<file path="config.mk">
export PLATFORM = sky130hd
export DESIGN_NAME = processador_acumulador
export DESIGN_NICKNAME = d
export VERILOG_FILES = /design/src/rtl/processador_acumulador.sv
export SDC_FILE = /design/constraint.sdc
export NUM_CORES = 1
export LEC_CHECK = 0
export ABC_CLOCK_PERIOD_IN_PS = 3840
export BUFFER_PORTS_ARGS = -buffer_cell sky130_fd_sc_hd__buf_4
export CAP_MARGIN = 30
export CORE_AREA = 5 5 134 104
export DETAILED_ROUTE_END_ITERATION = 6
export DIE_AREA = 0 0 139 109
export GPL_TIMING_DRIVEN = 0
export PLACE_DENSITY = 0.49
export SLEW_MARGIN = 15
export SYNTH_ARGS = -nofsm -noshare
export SYNTH_HDL_FRONTEND = slang
export SYNTH_SLANG_ARGS = --single-unit
</file>
<file path="constraint.sdc">
create_clock -name clock -period 3.84 [get_ports clock]
set_input_delay 0.192 -clock clock [delete_from_list [all_inputs] [get_ports clock]]
set_output_delay 0.192 -clock clock [all_outputs]
set_load 0.02 [all_outputs]
</file>
<file path="src/rtl/processador_acumulador.sv">
// Multi-cycle accumulator processor core: one FSM fetches and executes
// (4+ADDR_WIDTH)-bit instructions from a shared req/ready memory.
module processador_acumulador #(
  parameter int DATA_WIDTH = 8,
  parameter int ADDR_WIDTH = 4
) (
  input  logic                    clock,
  input  logic                    reset_n,
  input  logic                    run,
  input  logic                    step,
  output logic                    mem_req,
  output logic                    mem_we,
  output logic [ADDR_WIDTH-1:0]   mem_addr,
  output logic [DATA_WIDTH-1:0]   mem_wdata,
  input  logic [DATA_WIDTH-1:0]   mem_rdata,
  input  logic                    mem_ready,
  output logic [DATA_WIDTH-1:0]   acc_out,
  output logic [ADDR_WIDTH-1:0]   pc_out,
  output logic [4+ADDR_WIDTH-1:0] ir_out,
  output logic [1:0]              flags_out,
  output logic                    halted
);

  localparam int IW = 4 + ADDR_WIDTH;
  localparam logic [ADDR_WIDTH-1:0] PC_ONE = ADDR_WIDTH'(1);

  localparam logic [3:0] OP_NOP = 4'h0;
  localparam logic [3:0] OP_LDA = 4'h1;
  localparam logic [3:0] OP_STA = 4'h2;
  localparam logic [3:0] OP_LDI = 4'h3;
  localparam logic [3:0] OP_ADD = 4'h4;
  localparam logic [3:0] OP_SUB = 4'h5;
  localparam logic [3:0] OP_AND = 4'h6;
  localparam logic [3:0] OP_OR  = 4'h7;
  localparam logic [3:0] OP_XOR = 4'h8;
  localparam logic [3:0] OP_NOT = 4'h9;
  localparam logic [3:0] OP_SHL = 4'hA;
  localparam logic [3:0] OP_SHR = 4'hB;
  localparam logic [3:0] OP_JMP = 4'hC;
  localparam logic [3:0] OP_JZ  = 4'hD;
  localparam logic [3:0] OP_JC  = 4'hE;
  localparam logic [3:0] OP_HLT = 4'hF;

  typedef enum logic [2:0] {
    S_FETCH,
    S_DECODE,
    S_MEM_RD,
    S_MEM_WR,
    S_HALT
  } state_t;

  state_t                r_state, w_state_nxt;
  logic [ADDR_WIDTH-1:0] r_pc, w_pc_nxt;
  logic [DATA_WIDTH-1:0] r_acc, w_acc_nxt;
  logic [IW-1:0]         r_ir, w_ir_nxt;
  logic                  r_c, w_c_nxt;
  logic                  r_z, w_z_nxt;
  logic                  r_step_d;
  logic                  r_step_pending, w_step_pending_nxt;
  logic                  r_fetch_busy, w_fetch_busy_nxt;

  logic                  w_acc_wr;
  logic                  w_xfer;
  logic                  w_fetch_go;
  logic                  w_step_edge;
  logic [3:0]            w_opcode;
  logic [ADDR_WIDTH-1:0] w_operand;
  logic [DATA_WIDTH:0]   w_sum;
  logic [DATA_WIDTH-1:0] w_diff;
  logic [DATA_WIDTH-1:0] w_imm;
  logic                  w_borrow;

  assign w_opcode    = r_ir[IW-1:ADDR_WIDTH];
  assign w_operand   = r_ir[ADDR_WIDTH-1:0];
  assign w_sum       = {1'b0, r_acc} + {1'b0, mem_rdata};
  assign w_diff      = r_acc - mem_rdata;
  assign w_borrow    = (r_acc < mem_rdata);
  assign w_imm       = {{(DATA_WIDTH-ADDR_WIDTH){1'b0}}, w_operand};
  assign w_step_edge = step & ~r_step_d;
  // A fetch already on the bus stays requested even if run/step go away.
  assign w_fetch_go  = run | r_step_pending | r_fetch_busy;
  assign w_xfer      = mem_req & mem_ready;

  always_comb begin
    mem_req  = 1'b0;
    mem_we   = 1'b0;
    mem_addr = r_pc;
    case (r_state)
      S_FETCH:  mem_req = w_fetch_go;
      S_MEM_RD: begin
        mem_req  = 1'b1;
        mem_addr = w_operand;
      end
      S_MEM_WR: begin
        mem_req  = 1'b1;
        mem_we   = 1'b1;
        mem_addr = w_operand;
      end
      default: ;
    endcase
    // Reset drops a pending request combinationally, without waiting for a clock.
    if (!reset_n) begin
      mem_req = 1'b0;
      mem_we  = 1'b0;
    end
  end

  always_comb begin
    w_step_pending_nxt = r_step_pending | w_step_edge;
    if ((r_state == S_FETCH) && w_xfer)
      w_step_pending_nxt = 1'b0;
    w_fetch_busy_nxt = (r_state == S_FETCH) & mem_req & ~mem_ready;
  end

  always_comb begin
    w_state_nxt = r_state;
    w_pc_nxt    = r_pc;
    w_acc_nxt   = r_acc;
    w_ir_nxt    = r_ir;
    w_c_nxt     = r_c;
    w_z_nxt     = r_z;
    w_acc_wr    = 1'b0;
    case (r_state)
      S_FETCH: begin
        if (w_xfer) begin
          w_ir_nxt    = mem_rdata[IW-1:0];
          w_pc_nxt    = r_pc + PC_ONE;
          w_state_nxt = S_DECODE;
        end
      end
      S_DECODE: begin
        w_state_nxt = S_FETCH;
        case (w_opcode)
          OP_LDA, OP_ADD, OP_SUB, OP_AND, OP_OR, OP_XOR: w_state_nxt = S_MEM_RD;
          OP_STA: w_state_nxt = S_MEM_WR;
          OP_LDI: begin
            w_acc_nxt = w_imm;
            w_acc_wr  = 1'b1;
          end
          OP_NOT: begin
            w_acc_nxt = ~r_acc;
            w_acc_wr  = 1'b1;
          end
          OP_SHL: begin
            w_acc_nxt = {r_acc[DATA_WIDTH-2:0], 1'b0};
            w_c_nxt   = r_acc[DATA_WIDTH-1];
            w_acc_wr  = 1'b1;
          end
          OP_SHR: begin
            w_acc_nxt = {1'b0, r_acc[DATA_WIDTH-1:1]};
            w_c_nxt   = r_acc[0];
            w_acc_wr  = 1'b1;
          end
          OP_JMP: w_pc_nxt = w_operand;
          OP_JZ:  if (r_z) w_pc_nxt = w_operand;
          OP_JC:  if (r_c) w_pc_nxt = w_operand;
          OP_HLT: w_state_nxt = S_HALT;
          OP_NOP: ;
          default: ;
        endcase
      end
      S_MEM_RD: begin
        if (w_xfer) begin
          w_state_nxt = S_FETCH;
          w_acc_wr    = 1'b1;
          case (w_opcode)
            OP_LDA: w_acc_nxt = mem_rdata;
            OP_ADD: {w_c_nxt, w_acc_nxt} = w_sum;
            OP_SUB: begin
              w_acc_nxt = w_diff;
              w_c_nxt   = w_borrow;
            end
            OP_AND: w_acc_nxt = r_acc & mem_rdata;
            OP_OR:  w_acc_nxt = r_acc | mem_rdata;
            OP_XOR: w_acc_nxt = r_acc ^ mem_rdata;
            default: w_acc_wr = 1'b0;
          endcase
        end
      end
      S_MEM_WR: begin
        if (w_xfer)
          w_state_nxt = S_FETCH;
      end
      S_HALT: w_state_nxt = S_HALT;
      default: w_state_nxt = S_FETCH;
    endcase
    if (w_acc_wr)
      w_z_nxt = (w_acc_nxt == '0);
  end

  always_ff @(posedge clock or negedge reset_n) begin
    if (!reset_n) begin
      r_state        <= S_FETCH;
      r_pc           <= '0;
      r_acc          <= '0;
      r_ir           <= '0;
      r_c            <= 1'b0;
      r_z            <= 1'b0;
      r_step_d       <= 1'b0;
      r_step_pending <= 1'b0;
      r_fetch_busy   <= 1'b0;
    end else begin
      r_state        <= w_state_nxt;
      r_pc           <= w_pc_nxt;
      r_acc          <= w_acc_nxt;
      r_ir           <= w_ir_nxt;
      r_c            <= w_c_nxt;
      r_z            <= w_z_nxt;
      r_step_d       <= step;
      r_step_pending <= w_step_pending_nxt;
      r_fetch_busy   <= w_fetch_busy_nxt;
    end
  end

  assign mem_wdata = r_acc;
  assign acc_out   = r_acc;
  assign pc_out    = r_pc;
  assign ir_out    = r_ir;
  assign flags_out = {r_c, r_z};
  assign halted    = (r_state == S_HALT);

endmodule
</file>
# Yosys cells after proc, flatten, opt, wreduce, memory -nomap -nowiden
# Index checks and enable logic that the tools add are counted.
# word_totals
register_bits,28
latchBits,0
ramBits,0
romBits,0
elab_cells,92
memories,0
# classes
n_addsub,3
mul,0
n_div,0
magnitude_cmp,1
n_eq_ne,27
n_shift,0
n_mux,27
n_bitwise,13
n_reduce_logical,12
# ops
op,count
8-bit case mux with 6 select lines,1
"4-bit equality test, second input constant",8
8-bit case mux with 4 select lines,1
"4-bit by 3-bit equality test with 1-bit output, second input constant",4
4-bit 2-to-1 mux,4
8-bit case mux with 2 select lines,1
3-bit case mux with 4 select lines,1
4-bit case mux with 3 select lines,1
1-bit case mux with 2 select lines,5
8-bit by 8-bit adder with 9-bit output,1
"3-bit != test, second input constant",3
3-bit case mux with 3 select lines,1
8-bit AND,1
"4-bit by 2-bit equality test with 1-bit output, second input constant",2
8-bit logical NOT,1
8-bit less-than comparator,1
1-bit 2-to-1 mux,8
8-bit 2-to-1 mux,1
8-bit NOT,1
8-bit bitwise OR,1
4-bit case mux with 2 select lines,1
8-bit subtractor,1
8-bit XOR,1
"3-bit by 2-bit equality test with 1-bit output, second input constant",2
21 further kinds,31

# Logic depth before layout (Yosys ltp)
# Gate-level depths: netlist of the first run.
# logic_depth
depth_word,8
depth_mapped,12

# Worst setup path after synthesis of the first run
# No wires, ideal clock.
# synth_timing
path_type,reg-to-reg
from,reg r_acc[1] (netlist: acc_out[1])
to,reg r_z
setup_time_ps,92
arrival_ps,2858
required_ps,3748
slack_ps,890
path_stages_with_launch,11
n_path_buf,0
synth_period_minus_slack_ps,2950
cell_sequence,dfrtp_1 > inv_1 > ha_1 > a211oi_1 > o21ai_1 > a21o_1 > xor2_1 > a221oi_1 > o22ai_1 > or4_1 > o31ai_2
# synth_between
elab_chain_cells,5
word_cells_on_any_way,11
cone_classes,add/sub (2); mux (4); bitwise (4); reduce/logical (1)
# synth_rtl
item,line,rtl
start: declaration,54,"logic [DATA_WIDTH-1:0] r_acc, w_acc_nxt;"
start signal: assignment,205,r_acc <= w_acc_nxt;
8-bit subtractor or 8-bit by 8-bit adder with 9-bit output (tied branches),"76, 75",
8-bit case mux with 6 select lines *,166,case (w_opcode)
8-bit 2-to-1 mux *,163,if (w_xfer) begin
8-bit case mux with 2 select lines *,123,case (r_state)
via w_acc_nxt[5],54,
8-bit logical NOT *,188,w_z_nxt = (w_acc_nxt == '0);
end signal: assignment,208,r_z <= w_z_nxt;
end: declaration,57,"logic r_z, w_z_nxt;"
# Mark *: on every way through the listed nets, which the timed path passes. The rest lies on a longest branch.
# A chain may end at the register's enable or synchronous reset.

# Worst setup path in the final report of the first run
# layout_timing
from,reg r_acc[3] (netlist: acc_out[3])
to,reg r_z
# Same word-level chain as after synthesis.

==> PnR_summary.wiki, run 1 <==
{| class="wikitable"
! Metric !! Value
|-
| Run status || finished clean
|-
| First-iteration detailed-routing DRC count || ~350
|-
| Nets@finish || about 480
|-
| Top-Level Pins || 50
|-
| Final antenna-violating net count || 0
|-
| Most common library cell in the layout ignoring fill and taps || buf_4
|-
| Most frequently used flop master after synthesis || dfrtp_1
|-
| Mean number of vias per cell || approximately 5.2
|-
| RSZ-0062 raised after global routing || no
|-
| Bufs on Longest Clock Path || 2
|-
| Die footprint || between 15000 and 20000 sq um
|-
| Sum of negative setup slack || 0 ps
|-
| Detail-routed net length per standard cell || around 18 um
|-
| Count of flip-flops with a built-in enable after synthesis || 0
|-
| Post-detail-place hpwl || between 8000 and 9000 um
|-
| Number of H-tree levels || 1
|-
| Count of input and output buffers || slightly below 50
|-
| Fillcell total || between 1000 and 1500
|-
| Rel. slew slack || 52.77%
|-
| Die Ht || ~110 um
|-
| Gate count after technology mapping || between 300 and 400
|-
| Portion of total power attributed to sequential cells || between 10% and 20%
|-
| Post-Syn Nets || 427
|-
| Routed wire length || approximately 11000 um
|-
| First-pass DRT Iterations || 5
|-
| Power density over cell area || roughly 860 nW/um^2
|-
| Share of flip-flops with an asynchronous set or reset after synthesis || 100.0%
|-
| Total Power Consumption || ~3.3 mW
|-
| Final period utilization || between 80% and 90%
|-
| Starting Density || roughly a quarter
|-
| Number of cells upsized or downsized after cts || 0
|-
| Combinational Power Share || a little under three quarters
|-
| Worst-path clk slew || roughly 80 ps
|-
| Cell variety after synth || 74
|-
| Chip width || between 100 and 150 um
|-
| Clock network latency to the later pin of the worst-skew pair || about 280 ps
|-
| Share of the yosys chip area belonging to registers || 22.09%
|-
| Least-Margin Pin Slew || between 700 and 800 ps
|-
| Post-route cell area || 3874 sq um
|-
| Non-Filler Instances || just over 600
|-
| Post-place instance area || about 3800 sq um
|-
| Final estimated routing congestion in global placement || ~0.90
|-
| Placed Cells || 606
|-
| Highest net fanout along the worst path || 10
|-
| Path type of the worst min-delay path || input pin to flop
|-
| Lkg Pwr || 1.714 nW
|-
| Number of setup violations in the final report || 0
|-
| Synth Cell Area || approximately 3200 sq um
|-
| Synthesis-to-layout area growth || 22.13%
|-
| Endpoint type of the worst setup path || flop
|-
| DRC errors left || 0
|-
| Cell-internal power || 1.601 mW
|-
| Count of warnings emitted by yosys || 0
|-
| Commonest non-fill, non-tap cells in the layout || buf_4, inv_1, nand2_1, nor2_1, dfrtp_1
|-
| Placement row count || 36
|-
| First-pass GRT wire length || 17580 um
|-
| Diodes inserted || 0
|-
| Clock tree root driver cell || clkbuf_16
|-
| Fraction of final layout cells sized beyond drive strength 1 || 25.17%
|-
| Minimum clock period || roughly 3400 ps
|-
| Via count of the first global-routing pass || ~3000
|-
| Total clock buffers created by CTS || 3
|-
| Worst vdd rail ir drop || approximately 340 uV
|-
| Clk sink count || 28
|-
| Slew Limit Fails || 0
|-
| Clock power share || a little under a tenth
|-
| Number of storage elements in the synthesis netlist || 28
|-
| Switching Power || between 1.5 and 2 mW
|-
| Max capacitance violation total || 0
|-
| Total gr overflow || 0
|-
| Core area || roughly 13000 sq um
|-
| Pin count of the biggest net entering global routing || 32
|-
| Number of antenna violations at the first check in global routing || 0
|-
| Final Util || around 31%
|-
| GRT Overall Usage || ~14%
|-
| CP Launch Type || flop
|-
| Data arrival at the endpoint of the critical path || 3600 ps
|-
| Data required time at the worst endpoint || 4030 ps
|-
| Worst setup path class || flop to flop
|-
| Number of vias in the routed layout || between 3000 and 4000
|-
| Net Sw Frac || roughly 52%
|-
| Post-Syn Area per Cell || slightly above 8 sq um
|-
| Clock tree skew after final layout || 14.56 ps
|-
| Final hold vios || 0
|-
| Highest clock rate || 293.7 MHz
|-
| CTS tree || done
|}
## through the flow
| stage | hold WS, ps | setup WS, ps |
|---|---|---|
| floorplan | -103.6 | 890.3 |
| global placement | 147.0 | 422.7 |
| detailed placement | 147.1 | 455.4 |
| CTS | 29.78 | 437.2 |
| global route | 30.53 | 188.6 |
| finish | 26.57 | 434.9 |
## kinds of logic (layout without fill, tap and decap cells)
group                    Yosys count  in the layout  synth area share [%]
AO/OA/AOI/OAI                    124            124                 27.57
adder cells (fa/ha/maj)           28             28                 11.52
AND/OR/NAND/NOR                  122            122                 21.74
multiplexers                      19             19                 6.430
flip-flops                        28             28                 22.09
XOR/XNOR                           4              4                 1.105
buffers and inverters             61            116                 9.546
## synthesized netlist by cell type (all sizes together) (8+ instances only)
| library cell | instances | area [sq um] |
|---|---|---|
| clkbuf | 8 | 30.03 |
| nand3 | 9 | 45.04 |
| a21oi | 25 | 136.4 |
| ha | 26 | 325.3 |
| nand2 | 29 | 111.4 |
| a221oi | 8 | 76.32 |
| nor3 | 13 | 65.06 |
| inv | 30 | 112.6 |
| a31oi | 8 | 50.05 |
| mux2 | 11 | 123.9 |
| nor2b | 9 | 58.81 |
| mux2i | 8 | 80.08 |
| dfrtp | 28 | 700.7 |
| o21ai | 21 | 105.1 |
| o211ai | 8 | 60.06 |
| buf | 23 | 160.2 |
| nor2 | 30 | 136.4 |
## sequential cells by signal, summed over array words and instances (netlist names)
signal and count:
acc_out 8, ir_out 8, pc_out 4, r_c 1, r_fetch_busy 1, r_state 3
r_step_d 1, r_step_pending 1, r_z 1
## power groups by stage
stage          logic, mW  clock network [mW]  registers [mW]
6_report            2.39               0.321           0.632
5_1_grt             2.59               0.333           0.662
4_1_cts             2.37               0.325           0.637
3_5_place_dp        2.35                   0           0.642
3_3_place_gp        2.34                   0           0.639
2_1_floorplan       1.51                   0           0.687
## layout make-up
type                       instances  area [sq um]  share of cell area, %
buffer                            31         190.2                  4.910
clock buffer                       3         75.07                  1.938
clock inverter                     1         30.03                 0.7752
inverter                          30         112.6                  2.907
multi-input combinational        297          2168                  55.98
sequential                        28         700.7                  18.09
tap                              171         214.0                  5.523
timing repair buffer              51         382.9                  9.884
## worst paths after layout
check                          startpoint             end  slack (ps)  cells after the start
max                            acc_out[3]             r_z         430                     11
min                                  step        r_step_d          30                      1
max reg2reg                    acc_out[3]             r_z         430                     11
min reg2reg                r_step_pending  r_step_pending         540                      2
max in group asynchronous         reset_n       ir_out[3]        3170                      2
min in group asynchronous         reset_n      r_state[0]         380                      2
## worst max-delay path, stage by stage, from the launching register on
cell and delay, ps:
dfrtp_1 530, inv_1 140, ha_1 320, clkbuf_1 340, o21ai_0 210, o21ai_1 210, a21o_1 210, xor2_1 80
a221oi_1 340, o22ai_1 170, or4_1 590, o31ai_2 190
## metal layers
metal	part of all wire [%]	wire, um	up-vias	global-route usage (%)
li1	-	-	1520	-
met1	52	5847	1553	22.76
met2	42	4689	129	21.48
met3	5.9	664	5	1.929
met4	0.36	40	0	0.9078
met5	0	0	-	0
## timing repair
action                                 4_1_cts  5_1_grt
setup buffers                                0        0
endpoints found under the hold margin       28        0
hold buffers                                 1        0
Power figures use the tool's default switching activity.
==> run 2: changes to the inputs <==
--- a/constraint.sdc
+++ b/constraint.sdc
@@ -3,2 +3,2 @@
 set_output_delay 0.192 -clock clock [all_outputs]
-set_load 0.02 [all_outputs]
+set_load 0.1 [all_outputs]
==> run 2 against run 1 <==
First-iteration DRC count shrank 33%. Die area is the same. Cell count stayed put. Critical path type unchanged. Critical endpoint unchanged. Largest cell class unchanged.
==> PnR_summary.wiki, run 2 (same netlist as run 1, synthesis figures left out) <==
{| class="wikitable"
! Metric !! Value
|-
| Highest net fanout along the worst path || 10 (unchanged)
|-
| Die footprint || 15150 sq um (unchanged)
|-
| GRT Overall Usage || 14.67% (+0.29 points)
|-
| Max capacitance violation total || 0 (unchanged)
|-
| Data required time at the worst endpoint || 4030 ps (about the same)
|-
| First-pass DRT Iterations || 5 (unchanged)
|-
| First-iteration detailed-routing DRC count || 233 (-33%)
|-
| Clock network latency to the later pin of the worst-skew pair || 270 ps (about the same)
|-
| Detail-routed net length per standard cell || 18.29 um (-0.44%)
|-
| Sum of negative setup slack || 0 ps (unchanged)
|-
| Synthesis-to-layout area growth || 22.41%
|-
| Clk sink count || 28 (unchanged)
|-
| CTS tree || done
|-
| First-pass GRT wire length || 17880 um (+1.7%)
|-
| Total gr overflow || 0 (unchanged)
|-
| Number of vias in the routed layout || 3192 (-0.47%)
|-
| Worst setup path end || r_z
|-
| Fillcell total || 1364 (-0.22%)
|-
| Commonest non-fill, non-tap cells in the layout || buf_4, inv_1, nand2_1, nor2_1, dfrtp_1
|-
| Final period utilization || 90.53% (+1.9 points)
|-
| Placement row count || 36 (unchanged)
|-
| Final antenna-violating net count || 0 (unchanged)
|-
| Number of cells upsized or downsized after cts || 0 (unchanged)
|-
| Chip width || 139 um (unchanged)
|-
| Pin count of the biggest net entering global routing || 32 (unchanged)
|-
| Total clock buffers created by CTS || 3 (unchanged)
|-
| Fraction of final layout cells sized beyond drive strength 1 || 25.17% (unchanged)
|-
| Worst setup path class || flop to flop
|-
| Nets@finish || 483 (unchanged)
|-
| DRC errors left || 0 (unchanged)
|-
| Most common library cell in the layout ignoring fill and taps || buf_4
|-
| Least-Margin Pin Slew || 676.2 ps (-30.36 ps)
|-
| Bufs on Longest Clock Path || 2 (unchanged)
|-
| Diodes inserted || 0 (unchanged)
|-
| Data arrival at the endpoint of the critical path || 3660 ps (+60 ps)
|-
| Run status || finished clean
|-
| Beginning of the critical path || acc_out[3]
|-
| RSZ-0062 raised after global routing || no
|-
| Path type of the worst min-delay path || input pin to flop
|-
| Critical R2R Capture || r_z
|-
| Minimum clock period || 3476 ps (+71.13 ps)
|-
| Internal reg-to-reg setup slack || 360 ps (-70 ps)
|-
| Core area || 12610 sq um (unchanged)
|-
| Via count of the first global-routing pass || 3110 (+2.6%)
|-
| Number of setup violations in the final report || 0 (unchanged)
|-
| Final estimated routing congestion in global placement || 0.8978 (+0.10%)
|-
| Rel. slew slack || 54.75% (+2.0 points)
|-
| Count of input and output buffers || 49 (unchanged)
|-
| Worst Reg2Reg Path Length in Cells || 11 (unchanged)
|-
| Routed wire length || 11190 um (-0.44%)
|-
| Endpoint type of the worst setup path || flop
|-
| Number of H-tree levels || 1 (unchanged)
|-
| Mean number of vias per cell || 5.216 (-0.47%)
|-
| Clock tree root driver cell || clkbuf_16
|-
| Top-Level Pins || 50 (unchanged)
|-
| Starting Density || 25.15% (unchanged)
|-
| Number of antenna violations at the first check in global routing || 0 (unchanged)
|-
| Slew Limit Fails || 0 (unchanged)
|-
| Clock tree skew after final layout || 10.72 ps (-3.842 ps)
|-
| Post-detail-place hpwl || 8830 um (-0.18%)
|-
| Die Ht || 109 um (unchanged)
|-
| Final hold vios || 0 (unchanged)
|-
| Worst-path clk slew || 80 ps (about the same)
|-
| Highest clock rate || 287.7 MHz (-2.0%)
|-
| Reg-to-Reg Start || acc_out[3]
|-
| CP Launch Type || flop
|-
| Setup Fix Bufs, Post-CTS || 0 (unchanged)
|}
## run 2: cell types whose count changed in the layout (fill, tap and decap cells not counted)
cell | before | now
nor4b_2 | 2 | 1
nor4b_4 | 0 | 1
## run 2: routing by layer
| metal | vias up | wire [um] | track usage (%) |
|---|---|---|---|
| li1 | 1521 | - | - |
| met1 | 1536 | 5649 | 22.80 |
| met4 | 0 | 85 | 1.327 |
| met5 | - | 0 | 0 |
| met3 | 6 | 852 | 2.981 |
| met2 | 129 | 4604 | 21.48 |
## run 2: through the flow
stage / std cells / util, % / hold slack [ps] / cell area (sq um) / setup WS [ps]
floorplan: 386 / - / -103.6 / 3181 / 284.1
global placement: 606 / 29.83 / 150.1 / 3762 / 417.3
detailed placement: 606 / 29.83 / 151.6 / 3762 / 393.8
CTS: 611 / 30.74 / 27.11 / 3877 / 388.6
global route: 612 / 30.78 / 25.83 / 3882 / 113.7
finish: 612 / 30.78 / 31.31 / 3882 / 363.8
## run 2: layout make-up
cell class / instances / area [sq um] / area share, %
Tap cell: 171 / 214.0 / 5.511
Timing Repair Buffer: 51 / 382.9 / 9.861
Multi-Input combinational cell: 297 / 2177 / 56.07
Clock inverter: 1 / 30.03 / 0.7734
Sequential cell: 28 / 700.7 / 18.05
Buffer: 31 / 190.2 / 4.898
Inverter: 30 / 112.6 / 2.900
Clock buffer: 3 / 75.07 / 1.934
## run 2: worst min path at each step
stage | cells after the start | from | end
finish | 1 | step | r_step_d
global route | 1 | step | r_step_d
floorplan | 0 | reset_n | acc_out[0]
global placement | 1 | reset_n | pc_out[1]
CTS | 1 | step | r_step_d
detailed placement | 1 | reset_n | ir_out[0]
## run 2: what timing repair did
item / CTS / global route
hold endpoints to repair: 28 / 0
endpoints found under the setup margin: 0 / 0
hold buffers: 1 / 0
## run 2: worst max-delay path: stages, from the launching register on
cell and delay [ps]:
dfrtp_1 530, inv_1 140, ha_1 320, clkbuf_1 370, nor3b_1 130, nor3_1 270
nand2_1 150, xnor2_1 140, a221oi_1 390, o22ai_1 170, or4_1 580, o31ai_2 200
Power of run 2 is left out: the tool's default activity adds up to more than one toggle a clock period on the data nets, which glitch-free logic cannot reach.
